==> src/rtl/sram_initiator_pkg.sv <==
`default_nettype none
// ============================================================================
// Module      : sram_initiator_pkg
// Description : Shared types and constants for the SRAM initiator: FSM state
//               encoding, host transfer-size codes, wait-length limits.
// Revision    : 1.0 - initial release
// ============================================================================
package sram_initiator_pkg;

   // One byte cycle walks SETUP -> ACCESS -> HOLD; words insert NEXT between
   typedef enum logic [2:0] {
      IDLE   = 3'd0,
      SETUP  = 3'd1,
      ACCESS = 3'd2,
      HOLD   = 3'd3,
      NEXT   = 3'd4,
      DONE   = 3'd5
   } state_t;

   localparam logic SZ_BYTE = 1'b0;
   localparam logic SZ_WORD = 1'b1;

   // The access counter is 4 bits wide and a zero-length access is meaningless
   localparam int WAIT_MIN = 1;
   localparam int WAIT_MAX = 15;

endpackage
`default_nettype wire

==> src/rtl/sram_initiator.sv <==
`default_nettype none
// ============================================================================
// Module      : sram_initiator
// Description : Host-side controller for a 32Kx8 asynchronous SRAM. Takes byte
//               or 16-bit little-endian requests, splits words into two byte
//               cycles and sequences setup / access / hold on registered pins.
// Revision    : 1.0 - initial release
// ============================================================================
module sram_initiator
   import sram_initiator_pkg::*;
#(
   parameter int ADDR_W      = 15,
   parameter int WAIT_CYCLES = 1
) (
   input  logic              clk,
   input  logic              rst,
   input  logic              host_req,
   output logic              host_ready,
   input  logic              host_we,
   input  logic              host_size,
   input  logic [ADDR_W-1:0] host_addr,
   input  logic [15:0]       host_wdata,
   output logic              host_done,
   output logic [15:0]       host_rdata,
   output logic [ADDR_W-1:0] sram_addr,
   output logic [7:0]        sram_wdata,
   output logic              sram_wr_en,
   output logic              sram_ce_n,
   output logic              sram_oe_n,
   input  logic [7:0]        sram_rdata
);

   if (WAIT_CYCLES < WAIT_MIN || WAIT_CYCLES > WAIT_MAX) begin : g_wait_range_check
      $error("sram_initiator: WAIT_CYCLES must lie in 1..15");
   end

   localparam logic [3:0] WAIT_LOAD = 4'(WAIT_CYCLES);

   state_t      state;
   state_t      state_nxt;
   logic [3:0]  wait_cnt;
   logic        we_lat;
   logic        size_lat;
   logic        second;      // set while the high byte of a word is in flight
   logic [7:0]  wdata_hi;
   logic [15:0] rd_cap;      // bytes collected from the SRAM before publishing
   logic        accept;

   assign host_ready = (state == IDLE);
   assign host_done  = (state == DONE);
   assign accept     = (state == IDLE) && host_req;

   // Next-state decode for the byte-cycle sequencer
   always_comb begin
      state_nxt = state;
      case (state)
         IDLE:    if (host_req) state_nxt = SETUP;
         SETUP:   state_nxt = ACCESS;
         ACCESS:  if (wait_cnt == 4'd1) state_nxt = HOLD;
         HOLD:    state_nxt = (size_lat == SZ_BYTE || second) ? DONE : NEXT;
         NEXT:    state_nxt = SETUP;
         DONE:    state_nxt = IDLE;
         default: state_nxt = IDLE;
      endcase
   end

   // State register and access-phase down-counter
   always_ff @(posedge clk or negedge rst) begin
      if (!rst) begin
         state    <= IDLE;
         wait_cnt <= 4'd0;
      end else begin
         state <= state_nxt;
         if (state != ACCESS && state_nxt == ACCESS)
            wait_cnt <= WAIT_LOAD;
         else if (state == ACCESS)
            wait_cnt <= wait_cnt - 4'd1;
      end
   end

   // Request latching, byte sequencing and read-data assembly
   always_ff @(posedge clk or negedge rst) begin
      if (!rst) begin
         we_lat     <= 1'b0;
         size_lat   <= SZ_BYTE;
         second     <= 1'b0;
         wdata_hi   <= 8'h00;
         rd_cap     <= 16'h0000;
         host_rdata <= 16'h0000;
      end else begin
         if (accept) begin
            we_lat   <= host_we;
            size_lat <= host_size;
            wdata_hi <= host_wdata[15:8];
            second   <= 1'b0;
         end else if (state_nxt == NEXT) begin
            second   <= 1'b1;
         end
         // SRAM data is combinational from the address, so it is settled by the
         // final access edge
         if (state == ACCESS && wait_cnt == 4'd1 && !we_lat) begin
            if (second) rd_cap[15:8] <= sram_rdata;
            else        rd_cap[7:0]  <= sram_rdata;
         end
         // Publish only once the whole request is in, so host_rdata never shows
         // a half-updated word
         if (state == HOLD && state_nxt == DONE && !we_lat)
            host_rdata <= (size_lat == SZ_WORD) ? rd_cap : {8'h00, rd_cap[7:0]};
      end
   end

   // Registered SRAM pins, derived from the state being entered
   always_ff @(posedge clk or negedge rst) begin
      if (!rst) begin
         sram_addr  <= '0;
         sram_wdata <= 8'h00;
         sram_wr_en <= 1'b0;
         sram_ce_n  <= 1'b1;
         sram_oe_n  <= 1'b1;
      end else begin
         sram_wr_en <= (state_nxt == ACCESS) && we_lat;
         sram_oe_n  <= !((state_nxt == ACCESS) && !we_lat);
         sram_ce_n  <= (state_nxt == IDLE) || (state_nxt == DONE);
         if (accept) begin
            sram_addr  <= host_addr;
            sram_wdata <= host_wdata[7:0];
         end else if (state_nxt == NEXT) begin
            // Natural wrap at the top of the array
            sram_addr  <= sram_addr + ADDR_W'(1);
            sram_wdata <= wdata_hi;
         end
      end
   end

endmodule
`default_nettype wire

==> config.mk <==
export PLATFORM = sky130hd
export DESIGN_NAME = sram_initiator
export DESIGN_NICKNAME = d
export VERILOG_FILES = /design/src/rtl/sram_initiator_pkg.sv /design/src/rtl/sram_initiator.sv
export SDC_FILE = /design/constraint.sdc
export NUM_CORES = 1
export LEC_CHECK = 0
export ABC_AREA = 1
export BUFFER_PORTS_ARGS = -buffer_cell sky130_fd_sc_hd__buf_2
export CORE_MARGIN = 3
export CORE_UTILIZATION = 53
export DETAILED_ROUTE_END_ITERATION = 12
export MAX_ROUTING_LAYER = met4
export PLACE_DENSITY = 0.82
export SLEW_MARGIN = 20
export SYNTH_ARGS = -nofsm -noshare
export SYNTH_HDL_FRONTEND = slang
export SYNTH_SLANG_ARGS = --single-unit
==> constraint.sdc <==
create_clock -name clk -period 1.89 [get_ports clk]
set_clock_uncertainty 0.1 [all_clocks]
set_input_delay 0.0945 -clock clk [delete_from_list [all_inputs] [get_ports clk]]
set_output_delay 0.0945 -clock clk [all_outputs]
set_load 0.03 [all_outputs]
==> out/metrics.yaml, run 1 <==
yosys:
  yosys_warnings: 0
  yosys.area.top_type_share: 0.5093
  syn_inst: 441
  yosysTopAreaCell: "dfrtp_1"
  synth_area_leaders: "dfrtp_1, nand2_1, nand3_1, o21ai_0, inv_1"
  synth_nets: 488
  avgSynthCellArea_sq_um: 8.245
  yosys_register_bits: 76
  synth_cell_types: 30
  synth_area_sq_um: 3636
  synthArstFlopShare: 1.000
  synth_edf_count: 0
  seq_area_frac_synth: 0.5237
  synth_top_flop_cell: "dfrtp_1"
timing:
  hold_slack_ns: 0.1094
  maxSlewHeadroom: 0.6947
  setup_ws_ns: 0.1234
  fmax_mhz: 566.1
  hold_violations: 0
  finalSetupTns_ns: 0
  rsz0062_at_grt: "yes"
  period_needed_ns: 1.767
  fin_crit_sh: 0.9347
  max_slew.worst_pin.slew_ns: 0.4562
  maxSlewViolCount: 0
  setup_viol: 0
cells_and_area:
  syn_to_final_growth_pct: 31.97
  stdcell_area_sq_um: 4798
  layout-drive-gt1-share: 0.2358
  finish.net_count: 623
  seq_area_sq_um: 1906
  fillers: 464
  multi_input_area_sq_um: 1473
  antennaDiodeCount: 0
clock_tree:
  cts_buffer_depth: 2
  cts.sinks: 76
  clk_pin_slew_worst_paths_ns: 0.10
  cts_root_buffer: "clkbuf_8"
  clk_latency_ns: 0.36
  numCtsBuffers: 9
  cts_tree: "yes"
  cts_max_level: 3
placed_design:
  gp_congestion: 0.8625
  post_dp_cell_area_sq_um: 4172
  dp_slack_ns: 0.1200
  dpl.hpwl_microns: 5886
  place.port_buffers: 87
worst_setup_path:
  cp_max_fo: 27
  r2r_slack_ns: 0.12
  crit_path_start: "wait_cnt[1]"
  worstPathArrival_ns: 1.90
  worst_r2r_path_depth: 9
  path_class: "flop to flop"
  rr_endpoint: "sram_wdata[1]"
  timing.rr.start: "wait_cnt[1]"
  end_kind: "flop"
  crit_required_ns: 2.02
  endpoint: "sram_wdata[1]"
  cp-start-kind: "flop"
run_status:
  status: "finished, final reports clean"
power:
  p_leak_nw: 2.520
  p_total_w: 0.007774
  p_per_area_nw_per_um2: 1620
  ir_drop_mv: 0.8463
worst_hold_path:
  hold_path.class: "input port to asynchronous set/reset pin"
grt:
  grt_pass1_wl_microns: 15580
  antenna_found_initial: 0
  grt_pass1_vias: 3463
  grt_usage: 0.2648
  grt_max_degree: 46
  gr-total-overflow: 0
route:
  ant_nets: 0
  drc: 0
  drtPass1Iterations: 7
  viasPerCell: 5.328
  drtIter0Drc: 259
  wl_per_cell_microns: 14.21
  drt_wl_total_microns: 9349
  vias: 3506
floorplanning:
  num_rows: 29
  io_pins: 88
  core_sq_um: 6495
  die_h_microns: 88.83
  initial_core_util: 0.5598
  dieArea_sq_um: 7890
  die_width_microns: 88.83
flow_run:
  maxCapViolations: 0
## synthesized netlist by cell type (3+ instances only)
library cell,instances
inv_1,41
nor3_1,3
xor2_1,3
o21ai_0,33
buf_6,3
nand3_1,44
nand2_1,158
o21ai_2,4
nor2_1,22
buf_4,4
nand4_1,8
ha_1,3
buf_2,7
or2_2,4
dfrtp_1,74
o31ai_1,8
## worst max-delay path: stages (launching register included)
cell     delay, ns
dfrtp_1       0.36
inv_1         0.11
ha_1          0.16
inv_1         0.04
nor2_1        0.16
nand3_4       0.16
nand3_2       0.15
nand2_4       0.19
nand2_1       0.13
nand2_1       0.08
## per-stage QoR
| stage | std cells | utilization |
|---|---|---|
| 2_1_floorplan | 441 | - |
| 3_3_place_gp | 600 | 0.6423 |
| 3_5_place_dp | 600 | 0.6423 |
| 4_1_cts | 658 | 0.7357 |
| 5_1_grt | 658 | 0.7388 |
| 6_report | 658 | 0.7388 |
## state kept, by name, indices dropped and copies added, names as in the netlist
signal      cells
state           3
rd_cap         16
size_lat        1
second          1
host_rdata     16
wait_cnt        4
we_lat          1
sram_wdata      8
wdata_hi        8
sram_wr_en      1
sram_oe_n       1
sram_addr      15
sram_ce_n       1
## cell type report
cell class                 count  share of cell area
timing repair buffer         140              0.2029
inverter                      43             0.03416
clock inverter                 7             0.01304
sequential                    76              0.3971
tap                           77             0.02008
clock buffer                   9             0.02581
multi-input combinational    306              0.3069
## worst min path at each step
| stage | endpoint | from | slack (ns) |
|---|---|---|---|
| final | host_rdata[14] | rst | 0.11 |
| after global routing | host_rdata[14] | rst | 0.13 |
| after CTS | host_rdata[14] | rst | 0.11 |
| after detailed placement | host_rdata[11] | rst | -0.04 |
| after global placement | host_rdata[11] | rst | -0.05 |
| after floorplan | host_rdata[0] | rst | -0.30 |
## power by group
group          switching, W  total (W)  leakage [nW]  internal, W
logic               0.00251    0.00370          1.49      0.00119
clock network      0.000684    0.00119        0.0931     0.000507
registers          0.000501    0.00288         0.939      0.00238
total               0.00369    0.00777          2.52      0.00408
## cell families after synthesis
group / Yosys count / synth area share
xor+xnor: 4 / 0.009637
simple gates: 249 / 0.3021
compound gates: 50 / 0.08052
fa+ha+maj: 3 / 0.01032
buf+inv: 59 / 0.07364
flops: 76 / 0.5237
## per-layer routing
metal  track usage  routed length (microns)  share of wire  vias to the layer above
met5             -                        0              0                        -
met4        0.1003                      214          0.023                        0
met3       0.06331                      626          0.067                       28
met2        0.4258                     4668           0.50                      154
met1        0.3235                     3840           0.41                     1644
li1              -                        -              -                     1680
## cells in the final DEF (no fill, tap or decap), types with 2 or more instances in the layout
cell,instances
a21o_1,2
buf_12,2
buf_2,86
buf_4,8
buf_6,2
clkbuf_8,9
dfrtp_1,73
dfstp_2,2
dlygate4sd3_1,42
ha_1,3
inv_1,41
inv_6,4
nand2_1,158
nand3_1,44
nand4_1,8
nor2_1,22
nor2_2,2
nor3_1,3
nor3_4,2
o21ai_0,33
o21ai_2,4
o22ai_1,2
o31ai_1,8
or2_2,4
xor2_1,3
## repair_timing
item / in CTS / in global routing
endpoints found under the setup margin: 0 / 14
endpoints found under the hold margin: 125 / 0
setup buffers: 0 / 0
gates resized for setup: 0 / 5
hold buffers: 42 / 0
No activity file was read; power rests on OpenSTA's default activity.
==> run 2: changes to the inputs <==
--- a/config.mk
+++ b/config.mk
@@ -5,10 +5,9 @@
 export SDC_FILE = /design/constraint.sdc
 export NUM_CORES = 1
 export LEC_CHECK = 0
-export ABC_AREA = 1
 export BUFFER_PORTS_ARGS = -buffer_cell sky130_fd_sc_hd__buf_2
 export CORE_MARGIN = 3
-export CORE_UTILIZATION = 53
+export CORE_UTILIZATION = 52
 export DETAILED_ROUTE_END_ITERATION = 12
 export MAX_ROUTING_LAYER = met4
 export PLACE_DENSITY = 0.82
==> run 2 against run 1 <==
  * Routed wire length decreased by 10%
  * Combinational power decreased by 8.1%
  * Total power shrank 2.3%
  * Global-route usage down 1.6 points
  * Clock power rose by 3%
  * Register-to-register slack got worse by 0.06 ns
  * Flip-flop and latch count is the same
  * Fmax is 3.2% lower
  * Design area decreased by 4.1%
  * Setup slack got worse by 0.059 ns
  * Area after synthesis down 8.2%
  * Count of clock-buffer cells in the layout rose by 3
  * Largest power group unchanged
==> out/metrics.yaml, run 2 <==
worst_setup_path:
  timing.rr.start: "state[2]"  # was wait_cnt[1]
  rr_endpoint: "rd_cap[12]"  # was sram_wdata[1]
  cp-start-kind: "flop"  # unchanged
  path_cells: "nand2b_1 > nor2_2 > nand3_2 > or3_4 > mux2_2"  # was inv_1 > ha_1 > inv_1 > nor2_1 > nand3_4 > nand3_2 > nand2_4 > nand2_1 > nand2_1
  path_class: "flop to flop"  # unchanged
  cp_max_fo: 8  # was 27
  slowest_stage: "or3_4"  # was dfrtp_1
  worstPathArrival_ns: 1.95  # was 1.90 ns
  r2r_slack_ns: 0.06  # was 0.12 ns
  max_stage_delay_ns: 0.42  # was 0.36 ns
  end_kind: "flop"  # unchanged
  worst_r2r_path_depth: 5  # was 9
  crit_required_ns: 2.01  # was 2.02 ns
yosys:
  seq_area_frac_synth: 0.5703  # was 0.5237
  yosysTopAreaCell: "dfrtp_1"  # unchanged
  synth_area_sq_um: 3339  # was 3636 sq um
  yosys_warnings: 0  # unchanged
  synth_cell_types: 37  # was 30
  synth_area_leaders: "dfrtp_1, mux2_2, nand2_1, o21ai_0, mux2i_1"  # was dfrtp_1, nand2_1, nand3_1, o21ai_0, inv_1
  synth_edf_count: 0  # unchanged
  ys_top_cells_by_count: "dfrtp_1, nand2_1, mux2_2, o21ai_0"  # was nand2_1, dfrtp_1, nand3_1
  syn_inst: 309  # was 441
  avgSynthCellArea_sq_um: 10.81  # was 8.245 sq um
  yosys_register_bits: 76  # unchanged
  synth_top_flop_cell: "dfrtp_1"  # unchanged
  yosys.area.top_type_share: 0.5545  # was 0.5093
  synth_most_common_cell: "dfrtp_1"  # was nand2_1
  synth_nets: 356  # was 488
  synthArstFlopShare: 1.000  # unchanged
flow_run:
  maxCapViolations: 0  # unchanged
grt:
  grt_pass1_wl_microns: 13910  # was 15580 microns
  antenna_found_initial: 0  # unchanged
  grt_pass1_vias: 2937  # was 3463
  grt_max_degree: 42  # was 46
  grt_usage: 0.2491  # was 0.2648
  gr-total-overflow: 0  # unchanged
timing:
  rsz0062_at_grt: "no"  # was yes
  setup_ws_ns: 0.06470  # was 0.1234 ns
  finalSetupTns_ns: 0  # unchanged
  hold_violations: 0  # unchanged
  fmax_mhz: 547.9  # was 566.1 MHz
  period_needed_ns: 1.825  # was 1.767 ns
  setup_viol: 0  # unchanged
  maxSlewViolCount: 0  # unchanged
  hold_slack_ns: 0.1703  # was 0.1094 ns
  max_slew.worst_pin.slew_ns: 0.5324  # was 0.4562 ns
  maxSlewHeadroom: 0.6451  # was 0.6947
  fin_crit_sh: 0.9658  # was 0.9347
cells_and_area:
  stdcell_count: 529  # was 658
  finish.net_count: 496  # was 623
  fin_util: 0.7593  # was 0.7388
  antennaDiodeCount: 0  # unchanged
  layout_common_cells: "buf_2, dfrtp_1, nand2_1"  # was nand2_1, buf_2, dfrtp_1
  final_common_cell: "buf_2"  # was nand2_1
  layout-drive-gt1-share: 0.3546  # was 0.2358
  syn_to_final_growth_pct: 37.80  # was 31.97%
  top_regs: "host_rdata (16), rd_cap (16), sram_addr (15)"  # unchanged
route:
  ant_nets: 0  # unchanged
  wl_per_cell_microns: 15.82  # was 14.21 microns
  drtPass1Iterations: 4  # was 7
  drc: 0  # unchanged
  drtIter0Drc: 159  # was 259
  viasPerCell: 5.253  # was 5.328
  vias: 2779  # was 3506
  drt_wl_total_microns: 8368  # was 9349 microns
floorplanning:
  initial_core_util: 0.5510  # was 0.5598
  io_pins: 88  # unchanged
  core_sq_um: 6061  # was 6495 sq um
  die_width_microns: 86.14  # was 88.83 microns
  dieArea_sq_um: 7419  # was 7890 sq um
  num_rows: 28  # was 29
  die_h_microns: 86.14  # was 88.83 microns
clock_tree:
  cts_tree: "yes"  # unchanged
  cts_root_buffer: "clkbuf_8"  # unchanged
  numCtsBuffers: 9  # unchanged
  clk_latency_ns: 0.34  # was 0.36 ns
  clk_pin_slew_worst_paths_ns: 0.08  # was 0.10 ns
  cts_buffer_depth: 2  # unchanged
  cts_max_level: 3  # unchanged
  cts.sinks: 76  # unchanged
power:
  p_per_area_nw_per_um2: 1650  # was 1620 nW/um^2
  ir_drop_mv: 0.9618  # was 0.8463 mV
  p_leak_nw: 2.206  # was 2.520 nW
placed_design:
  dp.cells: 469  # was 600
  dpl.hpwl_microns: 5158  # was 5886 microns
  place.port_buffers: 87  # unchanged
  dp_slack_ns: -0.03297  # was 0.1200 ns
  gp_congestion: 0.9034  # was 0.8625
run_status:
  status: "finished, final reports clean"  # unchanged
worst_hold_path:
  hold_path.class: "input port to asynchronous set/reset pin"  # unchanged
==> run 2: cell types whose count changed in the layout (fill, tap and decap cells not counted), moves of 10 or more <==
cell     before  now
nand2_1     158   70
inv_1        41    6
nand3_1      44   10
mux2_2        0   26
nor2_1       22   11
mux2i_1       0   10
==> run 2: final cells by class <==
class | count | area [sq um]
timing repair buffer | 145 | 1010
inverter | 7 | 28.78
tap | 75 | 93.84
sequential | 76 | 1908
clock inverter | 4 | 48.80
fill | 366 | 1459
multi-input combinational | 210 | 1368
clock buffer | 12 | 145.1
==> run 2: metal layers <==
| metal | global-route usage | part of all wire |
|---|---|---|
| met1 | 0.3107 | 0.42 |
| met2 | 0.3938 | 0.50 |
| met3 | 0.04227 | 0.053 |
| met4 | 0.1223 | 0.030 |
| met5 | - | 0 |
==> run 2: worst max-delay path, delay by kind of cell, from the launching register on <==
kind             cells  cell delay, ns
AND/OR/NAND/NOR      4            0.90
flip-flops           1            0.40
multiplexers         1            0.30
==> run 2: repair_timing <==
| item | 4_1_cts | 5_1_grt |
|---|---|---|
| hold buffers | 43 | 0 |
| cloned | 0 | 0 |
| hold endpoints to repair | 90 | 0 |
| gates resized for setup | 3 | 4 |
| endpoints found under the setup margin | 9 | 14 |
| buffers inserted | 0 | 1 |
| pin swaps | 0 | 1 |
==> run 2: where the power goes <==
| part | leakage [nW] | total (W) | switching (W) | internal (W) |
|---|---|---|---|---|
| clock network | 0.100 | 0.00123 | 0.000582 | 0.000645 |
| registers | 0.933 | 0.00297 | 0.000566 | 0.00240 |
| logic | 1.17 | 0.00340 | 0.00208 | 0.00131 |
==> run 2: cells by family (layout without fill, tap and decap cells) <==
family          after synthesis  after routing  synth area share
simple gates                119            119            0.1697
flops                        76             76            0.5703
compound gates               37             37           0.06107
mux                          36             36            0.1176
buf+inv                      23            168           0.03072
xor+xnor                     15             15           0.03934
fa+ha+maj                     3              3           0.01124
==> run 2: per-stage QoR <==
step	power [W]	cell area [sq um]
2_1_floorplan	0.005185	3353
3_3_place_gp	0.006061	3940
3_5_place_dp	0.006209	3940
4_1_cts	0.007515	4581
5_1_grt	0.008060	4602
6_report	0.007592	4602
==> run 2: worst max path at each step <==
stage          depth (start not counted)       endpoint  slack, ns     start
6_report                               5     rd_cap[12]       0.06  state[2]
5_1_grt                                6      rd_cap[6]      0.008  state[2]
4_1_cts                                6  sram_addr[14]       0.02  state[2]
3_5_place_dp                           5     rd_cap[12]      -0.03  state[2]
3_3_place_gp                           5      rd_cap[8]       0.09  state[2]
2_1_floorplan                          6   sram_addr[0]       0.02  state[2]
==> run 3: changes to the inputs <==
--- a/config.mk
+++ b/config.mk
@@ -11,6 +11,7 @@
 export DETAILED_ROUTE_END_ITERATION = 12
 export MAX_ROUTING_LAYER = met4
 export PLACE_DENSITY = 0.82
+export REMOVE_ABC_BUFFERS = 1
 export SLEW_MARGIN = 20
 export SYNTH_ARGS = -nofsm -noshare
 export SYNTH_HDL_FRONTEND = slang
==> run 3 against run 2 <==
  * Routed wire length decreased by 0.12%
  * Fmax decreased by 0.31%
  * Critical path type unchanged
  * Die area unchanged
  * Via count increased by 0.29%
  * Register-to-register slack about the same
  * Largest power group unchanged
  * Combinational power decreased by 2%
  * Critical path depth increased by 1
==> out/metrics.yaml, run 3 (synthesis gave the netlist of run 2 again) <==
clock_tree:
  cts_max_level: 3  # unchanged
  cts_buffer_depth: 2  # unchanged
  cts_tree: "yes"  # unchanged
  cts.sinks: 76  # unchanged
  clk_pin_slew_worst_paths_ns: 0.08  # about the same
  cts_root_buffer: "clkbuf_8"  # unchanged
  numCtsBuffers: 9  # unchanged
  postCtsSetupBuffers: 0  # unchanged
  clk_latency_ns: 0.35  # was 0.34 ns
cells_and_area:
  top_regs: "host_rdata (16), rd_cap (16), sram_addr (15)"  # unchanged
  syn_to_final_growth_pct: 37.69  # was 37.80%
  layout_common_cells: "buf_2, dfrtp_1, nand2_1"  # unchanged
  final_common_cell: "buf_2"  # unchanged
  layout-drive-gt1-share: 0.3488  # was 0.3546
  antennaDiodeCount: 0  # unchanged
  finish.net_count: 495  # was 496
  stdcell_area_sq_um: 4598  # was 4602 sq um
  fillers: 408  # was 366
worst_setup_path:
  cp_max_fo: 4  # was 8
  path_class: "flop to flop"  # unchanged
  rr_endpoint: "sram_addr[14]"  # was rd_cap[12]
  crit_required_ns: 2.02  # was 2.01 ns
  timing.rr.start: "state[2]"  # unchanged
  cp-start-kind: "flop"  # unchanged
  worstPathArrival_ns: 1.97  # was 1.95 ns
  r2r_slack_ns: 0.06  # about the same
  end_kind: "flop"  # unchanged
  worst_r2r_path_depth: 6  # was 5
  crit_path_start: "state[2]"  # unchanged
grt:
  grt_pass1_vias: 3010  # was 2937
  gr-total-overflow: 0  # unchanged
  grt_pass1_wl_microns: 14170  # was 13910 microns
  antenna_found_initial: 0  # unchanged
  grt_max_degree: 48  # was 42
  grt_usage: 0.2540  # was 0.2491
route:
  drtIter0Drc: 143  # was 159
  drt_wl_total_microns: 8358  # was 8368 microns
  viasPerCell: 5.278  # was 5.253
  vias: 2787  # was 2779
  drtPass1Iterations: 4  # unchanged
  drc: 0  # unchanged
  ant_nets: 0  # unchanged
  wl_per_cell_microns: 15.83  # was 15.82 microns
timing:
  rsz0062_at_grt: "yes"  # was no
  maxSlewHeadroom: 0.5974  # was 0.6451
  hold_violations: 0  # unchanged
  fmax_mhz: 546.1  # was 547.9 MHz
  period_needed_ns: 1.831  # was 1.825 ns
  fin_crit_sh: 0.9688  # was 0.9658
  maxSlewViolCount: 0  # unchanged
  setup_viol: 0  # unchanged
  max_slew.worst_pin.slew_ns: 0.6039  # was 0.5324 ns
floorplanning:
  io_pins: 88  # unchanged
  dieArea_sq_um: 7419  # unchanged
  initial_core_util: 0.5510  # unchanged
  die_h_microns: 86.14  # unchanged
  die_width_microns: 86.14  # unchanged
  core_sq_um: 6061  # unchanged
  num_rows: 28  # unchanged
flow_run:
  maxCapViolations: 0  # unchanged
power:
  p_total_w: 0.007641  # was 0.007592 W
  p_leak_nw: 2.192  # was 2.206 nW
  p_per_area_nw_per_um2: 1662  # was 1650 nW/um^2
  ir_drop_mv: 1.033  # was 0.9618 mV
worst_hold_path:
  hold_path.class: "input port to asynchronous set/reset pin"  # unchanged
placed_design:
  place.port_buffers: 87  # unchanged
  dpl.hpwl_microns: 5127  # was 5158 microns
  gp_congestion: 0.7931  # was 0.9034
  post_dp_cell_area_sq_um: 3939  # was 3940 sq um
run_status:
  status: "finished, final reports clean"  # unchanged
-- run 3: cell count changes in the layout (fill, tap and decap cells not counted), sizes merged --
cell,previous run,this run
clkinv,3,2
clkbuf,12,10
bufinv,1,2
buf,102,101
clkinvlp,0,2
-- run 3: critical path, stage by stage, from the launching register on --
cell and delay [ns]:
dfrtp_1 0.40, nand3b_4 0.19, inv_2 0.11, nand4_4 0.13, or4_1 0.56, xor2_1 0.17, o21ai_2 0.06
-- run 3: what timing repair did --
action	CTS	global route
hold endpoints to repair	96	0
hold buffers	43	0
resized for setup	1	3
setup endpoints to repair	8	21
-- run 3: how the worst max path moves through the flow --
stage | end | slack, ns
CTS | sram_addr[14] | 0.02
global route | sram_addr[14] | -0.02
finish | sram_addr[14] | 0.06
global placement | rd_cap[14] | 0.07
detailed placement | rd_cap[13] | -0.04
floorplan | size_lat | -1.15
-- run 3: per-stage QoR --
step | setup WS, ns | hold WS [ns] | utilization | instances | setup TNS, ns
after floorplan | -1.145 | -0.3011 | - | 293 | -35.04
after global placement | 0.06687 | 0.04189 | 0.6499 | 469 | 0
after detailed placement | -0.04404 | 0.04484 | 0.6499 | 469 | -0.2817
after CTS | 0.02402 | 0.2105 | 0.7574 | 528 | 0
after global routing | -0.02495 | 0.2493 | 0.7587 | 528 | -0.02495
final | 0.05896 | 0.1986 | 0.7587 | 528 | 0
-- run 3: area by class of cell --
cell class | count | area, sq um | area share
timing repair buffer | 144 | 1011 | 0.2199
clock inverter | 6 | 88.84 | 0.01932
tap | 75 | 93.84 | 0.02041
sequential | 76 | 1907 | 0.4147
clock buffer | 10 | 127.6 | 0.02776
inverter | 7 | 26.28 | 0.005714
multi-input combinational | 210 | 1344 | 0.2922
-- run 3: per-layer routing --
metal  vias up  wire length, microns  global-route usage
met2        94                  4353              0.4359
met3        15                   448             0.05283
li1       1317                     -                   -
met5         -                     0                   -
met4         0                   132             0.09209
met1      1361                  3423              0.2934
-- run 3: where the power goes --
| part | total, W | internal [W] | leakage [nW] | switching, W |
|---|---|---|---|---|
| Combinational | 0.00334 | 0.00129 | 1.16 | 0.00204 |
| Clock | 0.00135 | 0.000744 | 0.102 | 0.000603 |
| Sequential | 0.00296 | 0.00240 | 0.934 | 0.000559 |
| Total | 0.00764 | 0.00443 | 2.19 | 0.00321 |
